### src/rtl/hazard_ctrl.sv
// Hazard, stall/flush and forwarding controller for the 5-stage RV32I pipe.
// Freezes the pipe on multi-cycle data-memory accesses and aborts on timeout.
module hazard_ctrl #(
    parameter int MEM_TIMEOUT = 16,
    parameter int CNT_W       = 32
) (
    input  logic             i_clk,
    input  logic             i_rst,
    input  logic [4:0]       i_rs1D,
    input  logic [4:0]       i_rs2D,
    input  logic [4:0]       i_rs1E,
    input  logic [4:0]       i_rs2E,
    input  logic [4:0]       i_rdE,
    input  logic             i_rd_wrenE,
    input  logic             i_is_loadE,
    input  logic             i_br_takenE,
    input  logic [4:0]       i_rdM,
    input  logic             i_rd_wrenM,
    input  logic             i_mem_reqM,
    input  logic             i_mem_ackM,
    input  logic [4:0]       i_rdWB,
    input  logic             i_rd_wrenWB,
    output logic             o_stallF,
    output logic             o_stallD,
    output logic             o_stallE,
    output logic             o_stallM,
    output logic             o_flushD,
    output logic             o_flushE,
    output logic             o_flushWB,
    output logic [1:0]       o_fwd_aE,
    output logic [1:0]       o_fwd_bE,
    output logic             o_mem_err,
    output logic [1:0]       o_state,
    output logic [CNT_W-1:0] o_stall_cnt,
    output logic [CNT_W-1:0] o_flush_cnt
);

    localparam int WAIT_W = $clog2(MEM_TIMEOUT + 1);

    typedef enum logic [1:0] {
        ST_RUN  = 2'b00,
        ST_WAIT = 2'b01,
        ST_ERR  = 2'b10
    } state_e;

    state_e            state_q, state_d;
    logic [WAIT_W-1:0] wait_q, wait_d;
    logic [CNT_W-1:0]  stall_cnt_q, flush_cnt_q;
    logic              mem_wait, load_use;

    // MEM stage holds the younger result, so it wins over WB; x0 is never forwarded.
    function automatic logic [1:0] fwd_sel(
        input logic [4:0] rs,
        input logic [4:0] rdM,
        input logic       wrenM,
        input logic [4:0] rdWB,
        input logic       wrenWB
    );
        if (wrenM && rdM != 5'd0 && rdM == rs)
            return 2'b10;
        else if (wrenWB && rdWB != 5'd0 && rdWB == rs)
            return 2'b01;
        else
            return 2'b00;
    endfunction

    assign o_fwd_aE = fwd_sel(i_rs1E, i_rdM, i_rd_wrenM, i_rdWB, i_rd_wrenWB);
    assign o_fwd_bE = fwd_sel(i_rs2E, i_rdM, i_rd_wrenM, i_rdWB, i_rd_wrenWB);

    assign mem_wait = i_mem_reqM && !i_mem_ackM;
    assign load_use = i_is_loadE && i_rd_wrenE && (i_rdE != 5'd0) &&
                      ((i_rdE == i_rs1D) || (i_rdE == i_rs2D));

    always_comb begin
        o_stallF  = 1'b0;
        o_stallD  = 1'b0;
        o_stallE  = 1'b0;
        o_stallM  = 1'b0;
        o_flushD  = 1'b0;
        o_flushE  = 1'b0;
        o_flushWB = 1'b0;
        o_mem_err = 1'b0;
        state_d   = state_q;
        wait_d    = wait_q;
        case (state_q)
            ST_RUN: begin
                if (mem_wait) begin
                    {o_stallF, o_stallD, o_stallE, o_stallM} = 4'b1111;
                    o_flushWB = 1'b1;
                    state_d   = ST_WAIT;
                    wait_d    = WAIT_W'(1);
                end else if (i_br_takenE) begin
                    o_flushD = 1'b1;
                    o_flushE = 1'b1;
                end else if (load_use) begin
                    o_stallF = 1'b1;
                    o_stallD = 1'b1;
                    o_flushE = 1'b1;
                end
            end
            // Branch and load-use are ignored here: E is frozen and they re-evaluate on exit.
            ST_WAIT: begin
                if (i_mem_ackM) begin
                    state_d = ST_RUN;
                    wait_d  = '0;
                end else begin
                    {o_stallF, o_stallD, o_stallE, o_stallM} = 4'b1111;
                    o_flushWB = 1'b1;
                    if (wait_q == WAIT_W'(MEM_TIMEOUT))
                        state_d = ST_ERR;
                    else
                        wait_d = wait_q + WAIT_W'(1);
                end
            end
            ST_ERR: begin
                o_mem_err = 1'b1;
                o_flushD  = 1'b1;
                o_flushE  = 1'b1;
                o_flushWB = 1'b1;
                state_d   = ST_RUN;
                wait_d    = '0;
            end
            default: begin
                state_d = ST_RUN;
                wait_d  = '0;
            end
        endcase
    end

    always_ff @(posedge i_clk) begin
        if (i_rst) begin
            state_q     <= ST_RUN;
            wait_q      <= '0;
            stall_cnt_q <= '0;
            flush_cnt_q <= '0;
        end else begin
            state_q <= state_d;
            wait_q  <= wait_d;
            if (o_stallF && stall_cnt_q != '1)
                stall_cnt_q <= stall_cnt_q + CNT_W'(1);
            if (o_flushE && flush_cnt_q != '1)
                flush_cnt_q <= flush_cnt_q + CNT_W'(1);
        end
    end

    assign o_state     = state_q;
    assign o_stall_cnt = stall_cnt_q;
    assign o_flush_cnt = flush_cnt_q;

endmodule

### config.mk
export PLATFORM = sky130hd
export DESIGN_NAME = hazard_ctrl
export DESIGN_NICKNAME = d
export VERILOG_FILES = /design/src/rtl/hazard_ctrl.sv
export SDC_FILE = /design/constraint.sdc
export NUM_CORES = 1
export LEC_CHECK = 0
export CAP_MARGIN = 0
export CORE_MARGIN = 2
export CORE_UTILIZATION = 30
export DETAILED_ROUTE_END_ITERATION = 6
export GPL_TIMING_DRIVEN = 0
export PLACE_DENSITY = 0.64
export SLEW_MARGIN = 5
export SYNTH_ARGS = -nofsm -noshare
export SYNTH_HDL_FRONTEND = slang
export SYNTH_SLANG_ARGS = --single-unit
export TNS_END_PERCENT = 100
### constraint.sdc
create_clock -name i_clk -period 2.05 [get_ports i_clk]
set_input_delay 0.3075 -clock i_clk [delete_from_list [all_inputs] [get_ports i_clk]]
set_output_delay 0.3075 -clock i_clk [all_outputs]
set_load 0.03 [all_outputs]
-- After elaboration in Yosys (flattened, before gate mapping)
Cells that the tools add are included.
Widths: inputs -> output; s select.
- flip-flop bits (word level): 71
- reduce and logical (&&, ||, !) cells: 20
- mux-type cells: 27
- equality and inequality tests: 14
- $add $sub $neg: 3
- operators with widths (operator ; count):
    $add 32x1->32 const B ; 2
    $ne 32x32->1 const B ; 2
    $eq 5x5->1 ; 6
    $mux 5 ; 3
    $reduce_bool 5->1 ; 3
    $logic_and 1x1->1 ; 12
    $mux 1 ; 12
    $mux 2 ; 5
    $pmux 5 s2 ; 1
    $pmux 1 s2 ; 4
    $ne 3x3->1 const B ; 2
    $add 5x1->5 const B ; 1
    $eq 5x5->1 const B ; 1
    $pmux 2 s2 ; 1
    $reduce_and 2->1 ; 2
    $pmux 1 s3 ; 1
    $eq 2x1->1 const B ; 1
    $eq 2x2->1 const B ; 1
    $logic_not 2->1 ; 1
    $ne 2x2->1 const B ; 1
    $logic_not 1->1 ; 1
    $logic_or 1x1->1 ; 1

-- Logic depth before layout (Yosys ltp)
- depth in word-level cells: 8
- mapped depth: 9
- mapped depth without buffers: 8

-- Worst setup path after synthesis
OpenSTA, ideal clock, no wires.
- kind: input to output
- start point: input i_rdM[1]
- end point: output o_fwd_aE[0]
- path slack: -0.502 ns
- required time: 1.742 ns
- cell stages on the path: 4
- data arrival time: 2.245 ns
- cells stage by stage: or4_1 > o21ai_0 > nor4_1 > nor4_1
- word-level cells in the longest chain between the ends: 4
- elaborated cells on any way between the ends: 5
- classes of those cells: eq/ne: 1; mux: 1; reduce/logical: 3
- ends and longest elaborated chain (what ; line ; text):
    start, declared ; 17 ; input logic [4:0] i_rdM,
    $reduce_bool 5->1 ; 59 ; if (wrenM && rdM != 5'd0 && rdM == rs)
    $logic_and 1x1->1 ; 59 ;
    $logic_and 1x1->1 (*) ; 59 ;
    $mux 2 (*) ; 59 ;
    end, declared ; 30 ; output logic [1:0] o_fwd_aE,
Mark *: on every way between the ends. The rest lies on a longest branch, timed or not.

-- Worst setup path after layout
- start point: input i_rdE[4]
- end point: output o_stallF
- word-level cells in the longest chain between the ends: 7
- elaborated cells on any way between the ends: 10
- classes of those cells: eq/ne: 2; mux: 4; reduce/logical: 4
- ends and longest elaborated chain (what ; line ; text):
    start, declared ; 13 ; input logic [4:0] i_rdE,
    $eq 5x5->1 or $reduce_bool 5->1 (tied branches) ; 72, 71 ;
    $logic_or 1x1->1 or $logic_and 1x1->1 (tied branches) ; 72, 71 ;
    $logic_and 1x1->1 (*) ; 71 ; assign load_use = i_is_loadE && i_rd_wrenE && (i_rdE != 5'd0) &&
    $mux 1 (*) ; 95 ; end else if (load_use) begin
    $mux 1 (*) ; 92 ; end else if (i_br_takenE) begin
    $mux 1 (*) ; 87 ; if (mem_wait) begin
    $pmux 1 s2 (*) ; 85 ; case (state_q)
    end, declared ; 23 ; output logic o_stallF,
Marked as above.

==> flow_metrics.env <==
export IMPL_violations="setup timing"
export IMPL_met3_length_mm=1.39
export IMPL_synth_seq_cells=71
export IMPL_fin_worst_skew_ns=0.00253
export IMPL_yosysSeqAreaShare=0.338
export IMPL_min_period_ns=2.17
export IMPL_synth_most_common_cell="dfxtp_1"
export IMPL_area_growth_pct=69.6
export IMPL_netlist_top_cells_count="dfxtp_1, a21oi_1, nor2_1"
export IMPL_yosys_warnings=0
export IMPL_worstPathMaxFanout=2
export IMPL_num_io_pins=122
export IMPL_cts_buffers=9
export IMPL_clk_latency_ns=0.34
export IMPL_coreArea_um2=13800
export IMPL_dr_pass1_iters=5
export IMPL_fin_setup_tns_ns=-0.343
export IMPL_min_from="o_stall_cnt[30]"
export IMPL_p_comb_frac=0.144
export IMPL_maxCapViolations=0
export IMPL_vdd_drop_max_v=0.000397
export IMPL_tritoncts="done"
export IMPL_synth_top_area_cell="dfxtp_1"
export IMPL_grt_pass1_wl_mm=22.8
export IMPL_clk_pin_slew_ns=0.06
export IMPL_intPower_mw=2.83
export IMPL_die_y_um=122
export IMPL_setup_ws_ns=-0.119
export IMPL_drive_gt1_frac=0.350
export IMPL_cp_startpoint="i_rdE[4]"
export IMPL_crit_path_end_kind="output port"
export IMPL_rows=43
export IMPL_slew_headroom=0.539
export IMPL_whs_ns=0.485
export IMPL_grt_setup_unrepaired="yes"
export IMPL_synth_ff_type="dfxtp_1"
export IMPL_syn_inst=513
export IMPL_vias=4959
export IMPL_drc=0
export IMPL_fmax_ghz=0.461
export IMPL_finalMaxSlewViolations=0
export IMPL_finalNetCount=745
export IMPL_seqPwrFrac=0.369
export IMPL_routedWlPerCell_um=17.4
export IMPL_hp_class="reg -> reg"
export IMPL_clockRootBuffer="clkbuf_16"
export IMPL_grt_pass1_vias=4682
export IMPL_antenna_left=0
export IMPL_async_flop_share=0
export IMPL_cp_required_ns=1.74
export IMPL_htreeDepth=3
export IMPL_antenna_found_initial=1
export IMPL_drt_iter0_markers=333
export IMPL_clock_sinks=71
export IMPL_hold_viol=0
export IMPL_synth_top_cell_area_share=0.338
export IMPL_synth_area_um2=4200
export IMPL_overflow=0
export IMPL_tightest_slew_ns=0.691
export IMPL_p_sw_frac=0.245
export IMPL_io_buffers=121
export IMPL_ys_types=56
export IMPL_routed_wl_mm=15.4
export IMPL_clock_power_share=0.488
export IMPL_arrival_ns=1.86
export IMPL_initial_utilization=0.305
export IMPL_r2r_start="o_state[0]"
export IMPL_postPlaceCellArea_um2=5760
export IMPL_cts_hold_buf=0
export IMPL_routabilityCongestion=0.888
export IMPL_fill_cells=1244
export IMPL_design_area_um2=7130
export IMPL_switchingPower_mw=0.914
export IMPL_grt_max_degree=13
export IMPL_status="finished with violations"
export IMPL_wl_met2_mm=7.67
export IMPL_die_w_um=122
export IMPL_final_util=0.518
export IMPL_critical_path_class="in -> out"
export IMPL_min_period_over_period=1.06
export IMPL_yosys_top_cells_area="dfxtp_1, a21oi_1, or4_1, xnor2_1, xor2_1"
export IMPL_p_leak_nw=2.58
export IMPL_synth_net_count=561
export IMPL_cts_buffer_depth=2
export IMPL_setup_viol=7
export IMPL_dp_hpwl_mm=10.3
export IMPL_avgSynthCellArea_um2=8.19
export IMPL_p_per_area_nw_per_um2=525
export IMPL_cp_start_kind="input port"
export IMPL_grt_usage=0.190
export IMPL_wl_met1_mm=6.08
export IMPL_synth_edf_count=0
export IMPL_top_layer="met4"
export IMPL_dieArea_um2=15000
export IMPL_vias_per_cell=5.62
## critical path: stages
cell and delay (ns):
buf_8 0.09, or4_4 0.58, o211a_4 0.27, a21oi_4 0.16, buf_6 0.12, clkinvlp_4 0.08, buf_6 0.11, buf_6 0.12
## metal layers
| metal | vias to the layer above | GRT usage |
|---|---|---|
| li1 | 2304 | - |
| met1 | 2369 | 0.232 |
| met2 | 260 | 0.327 |
| met3 | 26 | 0.0502 |
| met4 | 0 | 0.0589 |
| met5 | - | 0 |
## registers in the layout, indices dropped and copies added (netlist names)
register	count
wait_q	5
o_flush_cnt	32
o_state	2
o_stall_cnt	32
## per-stage QoR
step	setup WS (ns)	power, mW	instances
3_5_place_dp	-1.10	1.84	814
4_1_cts	-0.140	3.73	853
2_1_floorplan	-0.0559	1.65	513
5_1_grt	-0.160	3.86	883
6_report	-0.119	3.74	883
3_3_place_gp	-1.10	1.84	814
## path summary, 6_finish.rpt
check	end	slack, ns	cells after the start
worst max-delay path	o_stallF	-0.12	8
worst min-delay path	o_stall_cnt[30]	0.49	2
worst max register to register	o_stall_cnt[15]	-0.04	6
worst min register to register	o_stall_cnt[30]	0.49	2
## cells by family (layout without fill, tap and decap cells)
logic type	Yosys count	in the layout	share of synthesized area
buf+inv	39	228	0.0429
flops	71	71	0.338
fa+ha+maj	4	4	0.0119
compound gates	113	113	0.166
simple gates	235	235	0.329
mux	11	11	0.0289
other cells	0	1	0
xor+xnor	40	40	0.0834
## power by group through the flow
stage | Sequential (mW) | Combinational (mW) | Clock, mW
floorplan | 1.44 | 0.209 | 0
global placement | 1.43 | 0.406 | 0
detailed placement | 1.43 | 0.414 | 0
CTS | 1.39 | 0.494 | 1.85
global route | 1.38 | 0.567 | 1.92
finish | 1.38 | 0.537 | 1.82
## cells in the final DEF, fill, tap and decap left out, types with 4 or more instances in the layout
cell,count
inv_1,10
or3_1,17
or4_4,11
nand3_1,22
o21ai_1,10
and4_4,4
a21oi_2,10
nor4_1,4
buf_4,55
mux2_1,9
and3_1,7
clkbuf_1,6
clkbuf_16,9
buf_6,19
dfxtp_1,26
dlygate4sd2_1,23
dfxtp_2,28
xor2_1,20
dlymetal6s2s_1,6
nor4_4,11
o31ai_1,23
dfxtp_4,17
buf_2,6
a21oi_1,35
nor2_1,30
clkdlybuf4s50_1,71
nand2_2,5
clkbuf_2,5
nand2_1,26
nor2_4,5
nand4_1,27
o21ai_0,10
nor2b_1,11
or4_1,17
xnor2_1,16
## what timing repair did
action / in CTS / in global routing
setup endpoints to repair: 73 / 67
setup buffers: 25 / 28
cloned: 0 / 1
pin swaps: 35 / 34
resized for setup: 211 / 93
## area by class of cell
| type | count | area [um2] | area share |
|---|---|---|---|
| Multi-Input combinational cell | 403 | 3190 | 0.447 |
| Timing Repair Buffer | 175 | 1610 | 0.226 |
| Sequential cell | 71 | 1520 | 0.213 |
| Clock buffer | 10 | 239 | 0.0335 |
| Tap cell | 180 | 225 | 0.0316 |
| Buffer | 24 | 184 | 0.0258 |
| Clock inverter | 6 | 108 | 0.0151 |
| Inverter | 13 | 55.1 | 0.00772 |
| Antenna cell | 1 | 2.50 | 0.000351 |
(Power assumes the default switching activity.)
